`config.mk`:
```
export PLATFORM = sky130hd
export DESIGN_NAME = matrix_stream_loader_3by3
export DESIGN_NICKNAME = d
export VERILOG_FILES = /design/src/rtl/matrix_stream_loader_3by3.sv
export SDC_FILE = /design/constraint.sdc
export NUM_CORES = 1
export LEC_CHECK = 0
export ABC_AREA = 1
export CORE_ASPECT_RATIO = 0.8
export CORE_MARGIN = 5
export CORE_UTILIZATION = 40
export DETAILED_ROUTE_END_ITERATION = 8
export GPL_ROUTABILITY_DRIVEN = 0
export PLACE_DENSITY = 0.72
export SLEW_MARGIN = 10
export SYNTH_ARGS = -nofsm -noshare
export SYNTH_HDL_FRONTEND = slang
export SYNTH_SLANG_ARGS = --single-unit
```
`constraint.sdc`:
```
create_clock -name clk -period 2.1 [get_ports clk]
set_input_delay 0.315 -clock clk [delete_from_list [all_inputs] [get_ports clk]]
set_output_delay 0.315 -clock clk [all_outputs]
set_load 0.02 [all_outputs]
```
`src/rtl/matrix_stream_loader_3by3.sv`:
```
`default_nettype none
// ============================================================================
// Module   : matrix_stream_loader_3by3
// Brief    : Collects an 18-word A/B operand stream for the 3x3 multiplier and
//            holds the operands until the consumer takes the result.
// Revision : 1.0 - initial release
// ============================================================================
module matrix_stream_loader_3by3 (
    input  logic        clk,
    input  logic        rst,
    input  logic [15:0] in_data,
    input  logic        in_valid,
    input  logic        in_last,
    output logic        in_ready,
    output logic [15:0] A11,
    output logic [15:0] A12,
    output logic [15:0] A13,
    output logic [15:0] A21,
    output logic [15:0] A22,
    output logic [15:0] A23,
    output logic [15:0] A31,
    output logic [15:0] A32,
    output logic [15:0] A33,
    output logic [15:0] B11,
    output logic [15:0] B12,
    output logic [15:0] B13,
    output logic [15:0] B21,
    output logic [15:0] B22,
    output logic [15:0] B23,
    output logic [15:0] B31,
    output logic [15:0] B32,
    output logic [15:0] B33,
    output logic        mat_valid,
    input  logic        mat_ready,
    output logic        frame_err
);

    localparam logic [1:0] c_LOAD     = 2'd0;
    localparam logic [1:0] c_DRAIN    = 2'd1;
    localparam logic [1:0] c_HOLD     = 2'd2;
    localparam logic [4:0] c_LAST_IDX = 5'd17;

    logic [1:0]  r_state;
    logic [4:0]  r_idx;
    logic [15:0] r_elem [0:17];
    logic        r_mat_valid;
    logic        r_frame_err;
    logic        w_accept;
    logic        w_load_wr;

    // Ready depends only on registered state so there is no in_valid -> in_ready path.
    assign in_ready  = !rst && (r_state != c_HOLD);
    assign w_accept  = in_valid && in_ready;
    assign w_load_wr = w_accept && (r_state == c_LOAD);

    always_ff @(posedge clk) begin
        if (rst) begin
            r_state     <= c_LOAD;
            r_idx       <= '0;
            r_mat_valid <= 1'b0;
            r_frame_err <= 1'b0;
        end else begin
            r_frame_err <= 1'b0;
            case (r_state)
                c_LOAD: begin
                    if (w_accept) begin
                        if (r_idx == c_LAST_IDX) begin
                            r_idx <= '0;
                            if (in_last) begin
                                r_state     <= c_HOLD;
                                r_mat_valid <= 1'b1;
                            end else begin
                                r_state     <= c_DRAIN;
                                r_frame_err <= 1'b1;
                            end
                        end else if (in_last) begin
                            r_idx       <= '0;
                            r_frame_err <= 1'b1;
                        end else begin
                            r_idx <= r_idx + 5'd1;
                        end
                    end
                end
                c_DRAIN: begin
                    // Overlong frame: swallow words until its own last marker.
                    if (w_accept && in_last) begin
                        r_state <= c_LOAD;
                    end
                end
                c_HOLD: begin
                    if (mat_ready) begin
                        r_state     <= c_LOAD;
                        r_mat_valid <= 1'b0;
                    end
                end
                default: begin
                    r_state     <= c_LOAD;
                    r_idx       <= '0;
                    r_mat_valid <= 1'b0;
                end
            endcase
        end
    end

    always_ff @(posedge clk) begin
        if (rst) begin
            for (int k = 0; k < 18; k++) begin
                r_elem[k] <= '0;
            end
        end else begin
            for (int k = 0; k < 18; k++) begin
                if (w_load_wr && (r_idx == 5'(k))) begin
                    r_elem[k] <= in_data;
                end
            end
        end
    end

    assign mat_valid = r_mat_valid;
    assign frame_err = r_frame_err;

    assign A11 = r_elem[0];
    assign A12 = r_elem[1];
    assign A13 = r_elem[2];
    assign A21 = r_elem[3];
    assign A22 = r_elem[4];
    assign A23 = r_elem[5];
    assign A31 = r_elem[6];
    assign A32 = r_elem[7];
    assign A33 = r_elem[8];
    assign B11 = r_elem[9];
    assign B12 = r_elem[10];
    assign B13 = r_elem[11];
    assign B21 = r_elem[12];
    assign B22 = r_elem[13];
    assign B23 = r_elem[14];
    assign B31 = r_elem[15];
    assign B32 = r_elem[16];
    assign B33 = r_elem[17];

endmodule
`default_nettype wire

```
# Yosys cells after proc, flatten, opt, wreduce, memory -nomap -nowiden
# Memories as Yosys holds them, arrays and structs flattened.
# Index checks and enable logic that the tools add are counted.
[totals]
ff_bits = 9
ram_bits = 288
input_bits = 21
out_inout_bits = 291
elab_cells = 175
mem_count = 1
[mem_list]
columns = ["name", "depth", "width", "rd", "rd_clocked_by_memory_dff", "wr", "line_no", "text"]
rows = [
  ["r_elem", 18, 16, 18, 0, 18, "45", "logic [15:0] r_elem [0:17];"],
]
[classes]
n_addsub = 1
eq_ne = 25
mux = 92
bitwise = 22
reduce_logical = 30
[ops]
columns = ["op", "n"]
rows = [
  ["$mux 16", 18],
  ["$mux 1", 63],
  ["$eq 5x4->1 const B", 8],
  ["$logic_and 1x1->1", 22],
  ["$eq 5x3->1 const B", 4],
  ["$or 1x1->1", 18],
  ["$mux 5", 3],
  ["$eq 5x2->1 const B", 2],
  ["$eq 5x5->1 const B", 2],
  ["$mux 2", 5],
  ["$ne 2x2->1 const B", 5],
  ["$pmux 5 s2", 1],
  ["$pmux 2 s3", 1],
  ["$add 5x1->5 const B", 1],
  ["$eq 5x1->1 const B", 1],
  ["$logic_not 5->1", 1],
  ["$reduce_and 5->1", 1],
  ["$not 1->1", 4],
  ["$reduce_and 4->1", 1],
  ["$pmux 1 s3", 1],
  ["$reduce_or 3->1", 1],
  ["$eq 2x1->1 const B", 1],
  ["$eq 2x2->1 const B", 1],
  ["$logic_not 2->1", 1],
  ["other kinds (4)", 4],
]

# Logic depth before layout (Yosys ltp)
# Gate-level depths: netlist of the first run.
[depth]
ltp_word = 9
mapped_depth = 11
ltp_nobuf = 11

# Worst setup path before layout of the first run
# OpenSTA, ideal clock, no wires.
[synth_path]
path_kind = "register to register"
from = "register r_state[0]"
to = "memory r_elem[0][0] (enable)"
setup_ns = 0.372
arrival_ns = 2.150
required_ns = 1.728
path_slack_ns = -0.422
stages_incl_launch_ff = 11
n_path_buf = 1
period_less_slack_ns = 2.522
cell_sequence = "dfxtp_1 -> inv_1 -> ha_1 -> nor2_2 -> nand2_1 -> inv_1 -> nand2_4 -> nor3_4 -> nand2_2 -> buf_4 -> nand2_1"
[synth_rtl]
columns = ["element", "line_no", "text"]
rows = [
  ["from (decl)", "43", "logic [1:0] r_state;"],
  ["from (signal assigned)", "58", "r_state <= c_LOAD;"],
  ["from (signal assigned)", "70", "r_state <= c_HOLD;"],
  ["from (signal assigned)", "73", "r_state <= c_DRAIN;"],
  ["to (decl)", "45", ""],
]

==> impl_metrics.yaml, run 1 <==
worst_setup_path:
  slowest_stage: "dfxtp_1"
  max_stage_delay_ns: 0.35
  worstSetupEndpointType: "flip-flop"
  r2r_slack_ns: 0.15
  r2r_end: "r_elem[3][2]"
  crit_path_cell_trace: "inv_1, ha_2, nor2_4, nand2_2, inv_1, nand2_4, nor3_4, buf_12, nand2_2, nand2_8"
  crit_required_ns: 2.35
  cp_max_fo: 16
  path_delay_family: "simple AND/OR/NAND/NOR gates"
  critPathArrivalTime_ns: 2.19
  start_kind: "flip-flop"
  r2r_start: "r_state[0]"
  cp.buffers_inverters: 3
  r2r_cells: 10
  crit_type: "flip-flop to flip-flop"
cells_and_area:
  drive_gt1_frac: 0.127
  multi_input_area_um2: 1830
  num-fill-cells: 2032
  post_layout_nonfiller_instances: 1511
  final_core_util: 0.603
  final_common_cell: "clkdlybuf4s50_1"
  most-common-layout-cells: "clkdlybuf4s50_1 (310), nor2_1 (307), edfxtp_1 (288)"
  area_growth_pct: 47.5
  finalNetCount: 1159
  final-seq-area_um2: 8830
  fin_area_um2: 16000
  diodes: 0
synth:
  synth_nets: 800
  synth_top_family_by_area: "simple AND/OR/NAND/NOR gates"
  ys_ff_latch: 297
  synth_edf_count: 288
  ys_warn_count: 0
  muxShareOfSynthArea: 0
  synth-simple-area-share: 0.139
  synthAdderAreaFrac: 0.00923
  synthArstFlopShare: 0
  yosys.area_share.xor_xnor: 0
  netlist_area_um2: 10900
  ys.flop_type: "edfxtp_1"
  synthCells: 771
  synth-compound-area-share: 0.00738
  yosysSeqAreaShare: 0.814
  synth.distinct_cells: 24
  synth_area_per_cell_um2: 14.1
routing:
  totalWireLength_um: 31900
  dr.pass1.iters: 4
  vias_per_cell: 4.82
  vias: 7279
  drt_iter0_markers: 501
  post-route-drc-count: 0
  post_drt_wl_per_cell_um: 21.1
  ant_nets: 0
floorplanning:
  die_y_um: 157
  fp-row-count: 53
  top_level_ports: 312
  die-area_um2: 30500
  start_util: 0.409
  die_x_um: 194
  coreArea_um2: 26500
sta:
  finalCritPeriodShare: 0.928
  hold_viol_final: 0
  worst_pin_slew_ns: 0.793
  skew_ns: 0.0214
  setup_ws_ns: 0.152
  tns_ns: 0
  rsz0062_at_grt: "true"
  whs_ns: 0.411
  fin_crit_ns: 1.95
  setup_viol: 0
  drv_slew: 0
  max_freq_ghz: 0.513
  slew_headroom: 0.468
grt:
  grtUsageMet1: 0.263
  track_usage: 0.201
  use_met3: 0.0467
  grt_pass1_vias: 7290
  grt_max_degree: 24
  use_met2: 0.341
  top_usage_layer: "met2"
  grt-ovfl-total: 0
  antenna_found_initial: 0
  grt_pass1_wl_um: 46200
power:
  power_mw: 13.9
  peakVddDrop_mv: 0.695
  power_density_nw_per_um2: 869
  power_leakage_nw: 6.12
place:
  io_buffers: 311
  hpwl_um: 22400
  pre_cts_slack_ns: -0.0850
  place_inst: 1455
  placed_area_um2: 14900
clocking:
  clk_pin_slew_ns: 0.06
  cts_buffer_depth: 3
  htree_levels: 1
  cts_tree: "built"
  root_buffer: "clkbuf_16"
  cts_made_buffers: 30
  cts_hold_buf: 0
  cts.sinks: 297
  clock_latency_ns: 0.56
min_path:
  min_delay_path_depth: 3
  min-delay-path-class: "input pin to flip-flop"
  hold_path_end: "frame_err"
  hold_start: "in_valid"
flow_run:
  cap_violations: 0
run_status:
  outcome: "completed"
worst register-to-register path: stages (launching register included):
cell and delay [ns]:
dfxtp_1 0.35, inv_1 0.07, ha_2 0.21, nor2_4 0.09
nand2_2 0.07, inv_1 0.09, nand2_4 0.10, nor3_4 0.24
buf_12 0.14, nand2_2 0.10, nand2_8 0.18
worst max path at each step:
stage                     depth (start not counted)  slack (ns)        from             to
final                                            10        0.15  r_state[0]   r_elem[3][2]
after global routing                             11      -0.008  r_state[0]   r_elem[3][2]
after CTS                                         5        0.05  r_state[0]       in_ready
after detailed placement                         10       -0.08         rst  r_elem[0][14]
after global placement                           10       -0.05         rst  r_elem[2][14]
after floorplan                                  10       -0.02  r_state[0]   r_elem[6][0]
synth_stat cells (2+ instances only):
cell | number | area (µm²)
nor3_4 | 3 | 48.8
clkinv_1 | 16 | 60.1
nand2_1 | 40 | 150
ha_1 | 8 | 100
edfxtp_1 | 288 | 8650
buf_4 | 4 | 30.0
clkbuf_1 | 21 | 78.8
inv_1 | 24 | 90.1
buf_2 | 12 | 60.1
nor2_1 | 307 | 1150
nand2_2 | 15 | 93.8
a21oi_1 | 6 | 30.0
nand3_1 | 2 | 10.0
o21ai_0 | 7 | 35.0
dfxtp_1 | 9 | 180
power by group:
| group | internal, mW | switching [mW] | leakage, nW | total, mW |
|---|---|---|---|---|
| Combinational | 0.538 | 0.817 | 2.54 | 1.35 |
| Sequential | 6.73 | 0.0897 | 3.05 | 6.82 |
| Clock | 3.49 | 2.26 | 0.526 | 5.75 |
sequential cells by signal, indices dropped and copies added, names as in the netlist:
| name | count |
|---|---|
| frame_err | 1 |
| r_idx | 5 |
| r_state | 2 |
| r_elem | 288 |
| mat_valid | 1 |
layout make-up:
type / count / area share
Clock buffer: 33 / 0.0476
Clock inverter: 23 / 0.0194
Inverter: 40 / 0.00938
Multi-Input combinational cell: 396 / 0.114
Sequential cell: 297 / 0.552
Tap cell: 357 / 0.0279
Timing Repair Buffer: 365 / 0.230
timing repair:
item | in CTS | in global routing
setup endpoints to repair | 1 | 14
buffers inserted | 0 | 0
pin swaps | 0 | 0
resized for setup | 1 | 6
per-layer routing:
| layer | wire length (µm) | part of all wire |
|---|---|---|
| met1 | 13100 | 0.41 |
| met2 | 15600 | 0.49 |
| met3 | 2270 | 0.071 |
| met4 | 852 | 0.027 |
| met5 | 0 | 0 |
kinds of logic (layout without fill, tap and decap cells):
kind of cell | count (synthesis) | count (layout)
compound gates | 15 | 15
fa+ha+maj | 8 | 8
buf+inv | 78 | 461
flops | 297 | 297
simple gates | 373 | 373
(Power assumes the default switching activity.)
==> run 2, diff against run 1 <==
CAP_MARGIN = 20   (was not set)
GPL_ROUTABILITY_DRIVEN = not set   (was 0)
==> results of run 2 <==
Same layout as run 1: the final DEF is identical, and so are final timing and power.
==> run 3, diff against run 2 <==
PLACE_DENSITY = 0.69   (was 0.72)
clock period = 2.4 ns   (was 2.1 ns; I/O delays follow)
==> run 3 against run 2 <==
Clock power fell by 19%. Worst setup slack better by 0.14 ns. Largest power group unchanged. Design area decreased by 1.5%. Final cell count decreased by 0.40%. Global-route usage fell by 0.25 points. Highest routed layer unchanged. Die area did not move. Hold slack gained 0.051 ns. Largest cell class unchanged.
==> impl_metrics.yaml, run 3 (synthesis results as in run 1) <==
flow_run:
  cap_violations: 0
routing:
  dr.pass1.iters: 6
  ant_nets: 0
  drt_iter0_markers: 537
  totalWireLength_um: 31500
  post_drt_wl_per_cell_um: 21.0
  vias: 7214
  vias_per_cell: 4.79
  post-route-drc-count: 0
clocking:
  cts_made_buffers: 29
  clock_latency_ns: 0.55
  cts_buffer_depth: 3
  htree_levels: 1
  clk_pin_slew_ns: 0.06
  root_buffer: "clkbuf_16"
  cts_resized: 0
  cts_setup_buffers: 0
  cts.sinks: 297
  cts_hold_buf: 0
  cts_tree: "built"
sta:
  slew_headroom: 0.431
  drv_slew: 0
  skew_ns: 0.0141
  rsz0062_at_grt: "false"
  max_freq_ghz: 0.475
  whs_ns: 0.462
  hold_viol_final: 0
  fin_crit_ns: 2.11
  worst_pin_slew_ns: 0.849
  finalCritPeriodShare: 0.878
  setup_viol: 0
worst_setup_path:
  crit_required_ns: 2.66
  r2r_end: "r_elem[0][10]"
  cp_max_fo: 16
  r2r_slack_ns: 0.29
  crit_path_cell_trace: "inv_1, ha_1, nor2_2, nand2_1, inv_1, nand2_4, nor3_4, nand2_2, nand2_1, buf_12"
  r2r_start: "r_state[0]"
  crit_type: "flip-flop to flip-flop"
  worstSetupEndpointType: "flip-flop"
  r2r_cells: 10
  max_stage_delay_ns: 0.36
  start_kind: "flip-flop"
  slowest_stage: "dfxtp_1"
  critPathLaunch: "r_state[0]"
  critPathArrivalTime_ns: 2.37
  endpoint: "r_elem[0][10]"
cells_and_area:
  reg_top3: "r_elem (288), r_idx (5), r_state (2)"
  area_growth_pct: 45.4
  final_common_cell: "clkdlybuf4s50_1"
  regMostFlops: "r_elem"
  num-fill-cells: 2076
  diodes: 0
  finalNetCount: 1155
  fin_area_um2: 15800
  most-common-layout-cells: "clkdlybuf4s50_1 (310), nor2_1 (307), edfxtp_1 (288)"
  drive_gt1_frac: 0.100
  largest_reg_flops: 288
floorplanning:
  start_util: 0.409
  die-area_um2: 30500
  die_x_um: 194
  fp-row-count: 53
  die_y_um: 157
  top_level_ports: 312
  coreArea_um2: 26500
grt:
  track_usage: 0.198
  antenna_found_initial: 0
  grt_pass1_vias: 7183
  grt_pass1_wl_um: 45500
  grt_max_degree: 27
  grt-ovfl-total: 0
min_path:
  min-delay-path-class: "input pin to flip-flop"
  min_delay_path_depth: 3
place:
  placed_area_um2: 14800
  place.gp.congestion: 0.816
  hpwl_um: 22400
  io_buffers: 311
power:
  clkPwrFrac: 0.396
  seqPwrFrac: 0.505
  power_switching_share: 0.228
  power_mw: 11.8
  peakVddDrop_mv: 0.503
  intPower_mw: 9.11
  power_density_nw_per_um2: 749
  p_sw_mw: 2.70
  power_leakage_nw: 6.05
  p_comb_frac: 0.098
run_status:
  outcome: "completed"
-- run 3: cell count changes in the layout (fill, tap and decap cells not counted), sizes merged --
cell and change:
bufinv -2, dlymetal6s2s +1, clkbuf -1, clkinv -1, buf -3
-- run 3: layer usage --
layer  vias to the layer above  part of all wire  global-route usage
met2                       335              0.49               0.336
met3                        51             0.082              0.0475
li1                       3304                 -                   -
met1                      3524              0.40               0.258
met4                         0             0.030              0.0606
met5                         -                 0                   0
-- run 3: cell type report --
class,instances,area (µm²),area share
Inverter,40,150,0.00952
Tap cell,357,447,0.0283
Multi-Input combinational cell,396,1690,0.107
Sequential cell,297,8830,0.560
Clock inverter,20,241,0.0153
Clock buffer,33,741,0.0470
Timing Repair Buffer,362,3670,0.233
-- run 3: how the worst min path moves through the flow --
stage          slack, ns    endpoint  startpoint
3_3_place_gp        0.45   mat_valid   mat_valid
3_5_place_dp        0.45   mat_valid   mat_valid
2_1_floorplan       0.48  r_state[0]  r_state[0]
5_1_grt             0.50   mat_valid   mat_valid
6_report            0.46   frame_err    in_valid
4_1_cts             0.44   frame_err    in_valid
-- run 3: critical path: cells and delay by family, from the launching register on --
kind | cells | cell delay [ns]
adders and majority gates | 1 | 0.23
buffers and inverters | 3 | 0.34
DFF | 1 | 0.36
and+or+nand+nor | 6 | 0.88
-- run 3: metrics by stage --
stage	worst slack, ns	TNS (ns)	utilization	instances
2_1_floorplan	-0.122	-19.13	-	771
3_3_place_gp	0.177	0	0.558	1452
3_5_place_dp	0.153	0	0.558	1452
4_1_cts	0.0230	0	0.595	1505
5_1_grt	0.108	0	0.595	1505
6_report	0.293	0	0.595	1505
-- run 3: power groups by stage --
stage | sequential, mW | combinational [mW] | clock (mW)
final | 5.97 | 1.16 | 4.68
after global routing | 5.98 | 1.22 | 5.01
after CTS | 5.97 | 1.18 | 4.76
after detailed placement | 6.08 | 1.18 | 0
after global placement | 6.08 | 1.17 | 0
after floorplan | 6.33 | 0.234 | 0
